File: config.mk
export PLATFORM = sky130hd
export DESIGN_NAME = spi_master
export DESIGN_NICKNAME = d
export VERILOG_FILES = /design/src/rtl/spi_master.sv
export SDC_FILE = /design/constraint.sdc
export NUM_CORES = 1
export LEC_CHECK = 0
export CAP_MARGIN = 25
export CELL_PAD_IN_SITES_DETAIL_PLACEMENT = 0
export CELL_PAD_IN_SITES_GLOBAL_PLACEMENT = 1
export CORE_ASPECT_RATIO = 1.4
export CORE_MARGIN = 2
export CORE_UTILIZATION = 40
export CTS_BUF_LIST = sky130_fd_sc_hd__clkbuf_8
export CTS_CLUSTER_DIAMETER = 60
export CTS_CLUSTER_SIZE = 12
export DETAILED_ROUTE_END_ITERATION = 16
export GPL_TIMING_DRIVEN = 0
export PLACE_DENSITY_LB_ADDON = 0.05
export SLEW_MARGIN = 10
export SYNTH_ARGS = -nofsm -noshare
export SYNTH_HDL_FRONTEND = slang
export SYNTH_SLANG_ARGS = --single-unit
File: constraint.sdc
create_clock -name clk -period 1.8 [get_ports clk]
set_input_delay 0.18 -clock clk [delete_from_list [all_inputs] [get_ports clk]]
set_output_delay 0.18 -clock clk [all_outputs]
set_load 0.005 [all_outputs]
File: src/rtl/spi_master.sv
// Mode-0 SPI master: MSB-first serialiser with a matching receive shifter.
// Every half-period of sclk lasts CLK_DIV clk cycles; cs frames one word.
module spi_master #(
    parameter int CLK_DIV = 2,
    parameter int DATA_W  = 8
) (
    input  logic              clk,
    input  logic              rst,
    input  logic              start,
    input  logic [DATA_W-1:0] tx_data,
    output logic [DATA_W-1:0] rx_data,
    output logic              busy,
    output logic              done,
    output logic              sclk,
    output logic              cs,
    output logic              mosi,
    input  logic              miso
);

    localparam int DIV_W = $clog2(CLK_DIV) + 1;
    localparam int BIT_W = $clog2(DATA_W);

    typedef enum logic [2:0] {
        IDLE,
        LEAD,
        HIGH,
        LOW,
        TRAIL
    } state_e;

    state_e            state_q, state_d;
    logic [DIV_W-1:0]  div_cnt_q, div_cnt_d;
    logic [BIT_W-1:0]  bit_cnt_q, bit_cnt_d;
    logic [DATA_W-1:0] tx_sr_q, tx_sr_d;
    logic [DATA_W-1:0] rx_sr_q, rx_sr_d;
    logic [DATA_W-1:0] rx_data_q, rx_data_d;
    logic              sclk_q, sclk_d;
    logic              cs_q, cs_d;
    logic              busy_q, busy_d;
    logic              done_q, done_d;
    logic              tick;
    logic              last_bit;

    assign tick     = (div_cnt_q == DIV_W'(CLK_DIV - 1));
    assign last_bit = (bit_cnt_q == BIT_W'(DATA_W - 1));

    always_ff @(posedge clk or negedge rst) begin
        if (!rst) begin
            state_q   <= IDLE;
            div_cnt_q <= '0;
            bit_cnt_q <= '0;
            tx_sr_q   <= '0;
            rx_sr_q   <= '0;
            rx_data_q <= '0;
            sclk_q    <= 1'b0;
            cs_q      <= 1'b1;
            busy_q    <= 1'b0;
            done_q    <= 1'b0;
        end else begin
            state_q   <= state_d;
            div_cnt_q <= div_cnt_d;
            bit_cnt_q <= bit_cnt_d;
            tx_sr_q   <= tx_sr_d;
            rx_sr_q   <= rx_sr_d;
            rx_data_q <= rx_data_d;
            sclk_q    <= sclk_d;
            cs_q      <= cs_d;
            busy_q    <= busy_d;
            done_q    <= done_d;
        end
    end

    always_comb begin
        state_d = state_q;
        unique case (state_q)
            IDLE:    if (start) state_d = LEAD;
            LEAD:    if (tick) state_d = HIGH;
            HIGH:    if (tick) state_d = last_bit ? TRAIL : LOW;
            LOW:     if (tick) state_d = HIGH;
            TRAIL:   if (tick) state_d = IDLE;
            default: state_d = IDLE;
        endcase
    end

    always_comb begin
        div_cnt_d = tick ? '0 : div_cnt_q + DIV_W'(1);
        bit_cnt_d = bit_cnt_q;
        tx_sr_d   = tx_sr_q;
        rx_sr_d   = rx_sr_q;
        rx_data_d = rx_data_q;
        sclk_d    = sclk_q;
        cs_d      = cs_q;
        busy_d    = busy_q;
        done_d    = 1'b0;
        unique case (state_q)
            IDLE: begin
                div_cnt_d = '0;
                bit_cnt_d = '0;
                if (start) begin
                    tx_sr_d = tx_data;
                    cs_d    = 1'b0;
                    busy_d  = 1'b1;
                end
            end
            LEAD, LOW: begin
                if (tick) begin
                    sclk_d  = 1'b1;
                    rx_sr_d = {rx_sr_q[DATA_W-2:0], miso};
                end
            end
            HIGH: begin
                if (tick) begin
                    sclk_d = 1'b0;
                    if (!last_bit) begin
                        tx_sr_d   = {tx_sr_q[DATA_W-2:0], 1'b0};
                        bit_cnt_d = bit_cnt_q + BIT_W'(1);
                    end
                end
            end
            TRAIL: begin
                // Clearing the shifter also returns mosi to 0.
                if (tick) begin
                    cs_d      = 1'b1;
                    busy_d    = 1'b0;
                    tx_sr_d   = '0;
                    rx_data_d = rx_sr_q;
                    done_d    = 1'b1;
                end
            end
            default: begin
                div_cnt_d = '0;
            end
        endcase
    end

    assign mosi    = tx_sr_q[DATA_W-1];
    assign rx_data = rx_data_q;
    assign busy    = busy_q;
    assign done    = done_q;
    assign sclk    = sclk_q;
    assign cs      = cs_q;

endmodule

==> flow_summary.ini <==
[synth]
synth_cell_types = 30
ys_ff_latch = 36
synthesis.nets = 141
netlist_area_sq_mm = 0.00163
synth_cells = 127
ys_warn_count = 0
yosysSeqAreaShare = 0.553
synth.avg_cell_area_sq_um = 12.8

[cts]
numCtsBuffers = 5
cts_num_sinks = 36
clk_pin_slew_ps = 70
hold_buffers = 0
cts.htree.levels = 2
clock-root-buffer = clkbuf_8
cts_tree = built
clkLatencyLatePin_ps = 280
cts_buffer_depth = 2

[floorplanning]
pin_count = 25
chipHeight_microns = 79.6
rows = 27
dieArea_sq_mm = 0.00461
dieWidth_microns = 58.0
coreArea_sq_mm = 0.00392
start_util = 0.416

[worst_setup_path]
path_max_fanout = 8
path_class = reg2reg
critPathLaunchType = register
cp_slowest_cell = dfrtp_1
critical-path-top-delay-family = flip-flops
end_kind = register
worstPathCellList = ha_2 > ha_4 > nor3b_4 > nand3_2 > o31ai_4 > buf_12 > mux2_4
worstPathRequired_ps = 1960
cp_slowest_stage_delay_ps = 390
cp_data_arrival_time_ps = 1930
critPathBufInv = 1

[sta]
slew_viol_final = 0
hold_violations = 24
tightestPinTransition_ps = 807
relSlewSlack = 0.462
fin_crit_sh = 0.985
skew_ps = 8.53
fin_setup_tns_ps = 0
max_freq_mhz = 564
rsz0062_at_grt = yes
setup_slack_ps = 26.4
fin_crit_ps = 1770
hold_slack_ps = -9.23
setup_viol = 0

[worst_hold_path]
hp-class = in2async

[job]
maxCapViolCount = 0

[detailed_routing]
post_drt_wl_per_cell_microns = 14.9
drc = 0
routed_wl_microns = 3150
num_vias = 1092
viasPerCell = 5.15
drt_iter0_drc = 43
dr.pass1.iters = 2
drtAntennaViolNets = 0

[pwr]
leakagePower_nw = 1.01
power.density_mw_per_mm2 = 1610
peakVddDrop_mv = 0.881
total_power_w = 0.00350

[final_layout]
area_delta_synth_final_pct = 33.5
fin_nets = 182
mostFrequentLayoutCells = 35 x dfrtp_1, 23 x clkdlybuf4s50_1, 16 x mux2_2, 14 x a22o_1, 10 x buf_4
drive_above_1_share = 0.349
final_common_cell = dfrtp_1
fin_util = 0.556
fillers = 351
n_antenna_cell = 0

[global_route]
grt_overflow = 0
antenna_found_initial = 0
grt_pass1_wl_microns = 5180
grt_pass1_vias = 1069
grt_max_degree = 37
grt.total_usage = 0.150

[placement]
pre_cts_slack_ps = -177
port_buffers = 24
place_hpwl_microns = 2060
routabilityCongestion = 0.694

[outcome]
violations = hold timing
status = finished, violations left
[layout make-up]
class	instances	area (sq um)	share of cell area
Clock inverter	3	38.8	0.0178
Clock buffer	5	68.8	0.0316
Timing Repair Buffer	34	323	0.148
Inverter	4	15.0	0.00689
Multi-Input combinational cell	80	733	0.337
Buffer	7	43.8	0.0201
Sequential cell	36	902	0.414
Tap cell	43	53.8	0.0247
[cells in the mapped netlist]
library cell,count,area share
nor2_2,1,0.0038
buf_2,5,0.015
xnor2_1,1,0.0054
o31ai_4,1,0.013
mux2i_1,1,0.0061
a21o_1,1,0.0046
a22oi_1,1,0.0046
nor3_1,2,0.0061
a22o_1,14,0.075
a31oi_1,1,0.0038
o21bai_1,1,0.0046
nand3_1,4,0.012
inv_1,4,0.0092
or3_1,1,0.0038
a211oi_1,2,0.0092
buf_4,1,0.0046
nand2_1,7,0.016
ha_1,2,0.015
mux2_2,23,0.16
dfstp_2,1,0.016
and2_1,2,0.0077
mux2i_2,1,0.0084
o21ai_0,4,0.012
nor2_1,3,0.0069
nor2b_1,3,0.012
buf_6,1,0.0069
dfrtp_1,35,0.54
nand3_2,1,0.0061
nor3b_1,2,0.0092
and2b_4,1,0.0061
[final timing paths]
| kind | end | slack (ps) | start | cells after the start |
|---|---|---|---|---|
| max | tx_sr_q[3]$_DFFE_PN0P_ | 30 | bit_cnt_q[1]$_DFFE_PN0P_ | 7 |
| min | state_q[0]$_DFFE_PN0P_ | -9 | rst | 1 |
| max reg2reg | tx_sr_q[3]$_DFFE_PN0P_ | 30 | bit_cnt_q[1]$_DFFE_PN0P_ | 7 |
| min reg2reg | cs$_DFFE_PN1P_ | 460 | cs$_DFFE_PN1P_ | 2 |
| max in group asynchronous | rx_sr_q[0]$_DFFE_PN0P_ | 1300 | rst | 1 |
| min in group clk | cs$_DFFE_PN1P_ | 460 | cs$_DFFE_PN1P_ | 2 |
[power by group]
part	switching [W]	leakage, nW	internal (W)	total, W
Sequential	0.000167	0.449	0.00110	0.00126
Clock	0.000261	0.0593	0.000405	0.000666
Combinational	0.000639	0.499	0.000933	0.00157
[cell families (layout without fill, tap and decap cells)]
kind of cell / Yosys count / in the layout / synth area share
fa+ha+maj: 2 / 2 / 0.0153
mux: 25 / 25 / 0.173
simple gates: 27 / 27 / 0.0897
xor+xnor: 1 / 1 / 0.00537
compound gates: 25 / 25 / 0.127
buf+inv: 11 / 53 / 0.0360
flops: 36 / 36 / 0.553
[through the flow]
stage                     std cells  area (sq um)
after detailed placement        194          1930
after global placement          194          1930
final                           212          2180
after global routing            212          2180
after CTS                       210          2130
after floorplan                 127          1640
[sequential cells by signal, summed over array words and instances, names as in the netlist]
name and cells:
state_q 3, div_cnt_q 2, sclk 1, tx_sr_q 8, rx_sr_q 8, bit_cnt_q 3
cs 1, rx_data 8, busy 1, done 1
[timing repair]
| item | in CTS | in global routing |
|---|---|---|
| gates resized for setup | 8 | 5 |
| setup endpoints to repair | 7 | 9 |
| cloned | 0 | 0 |
| buffers inserted | 8 | 2 |
| pin swaps | 3 | 2 |
[routing by layer]
metal / global-route usage / wire (microns)
met4: 0.0488 / 19
met2: 0.231 / 1490
met3: 0.0421 / 134
met5: 0 / 0
met1: 0.205 / 1510
No activity file was read; power rests on OpenSTA's default activity.
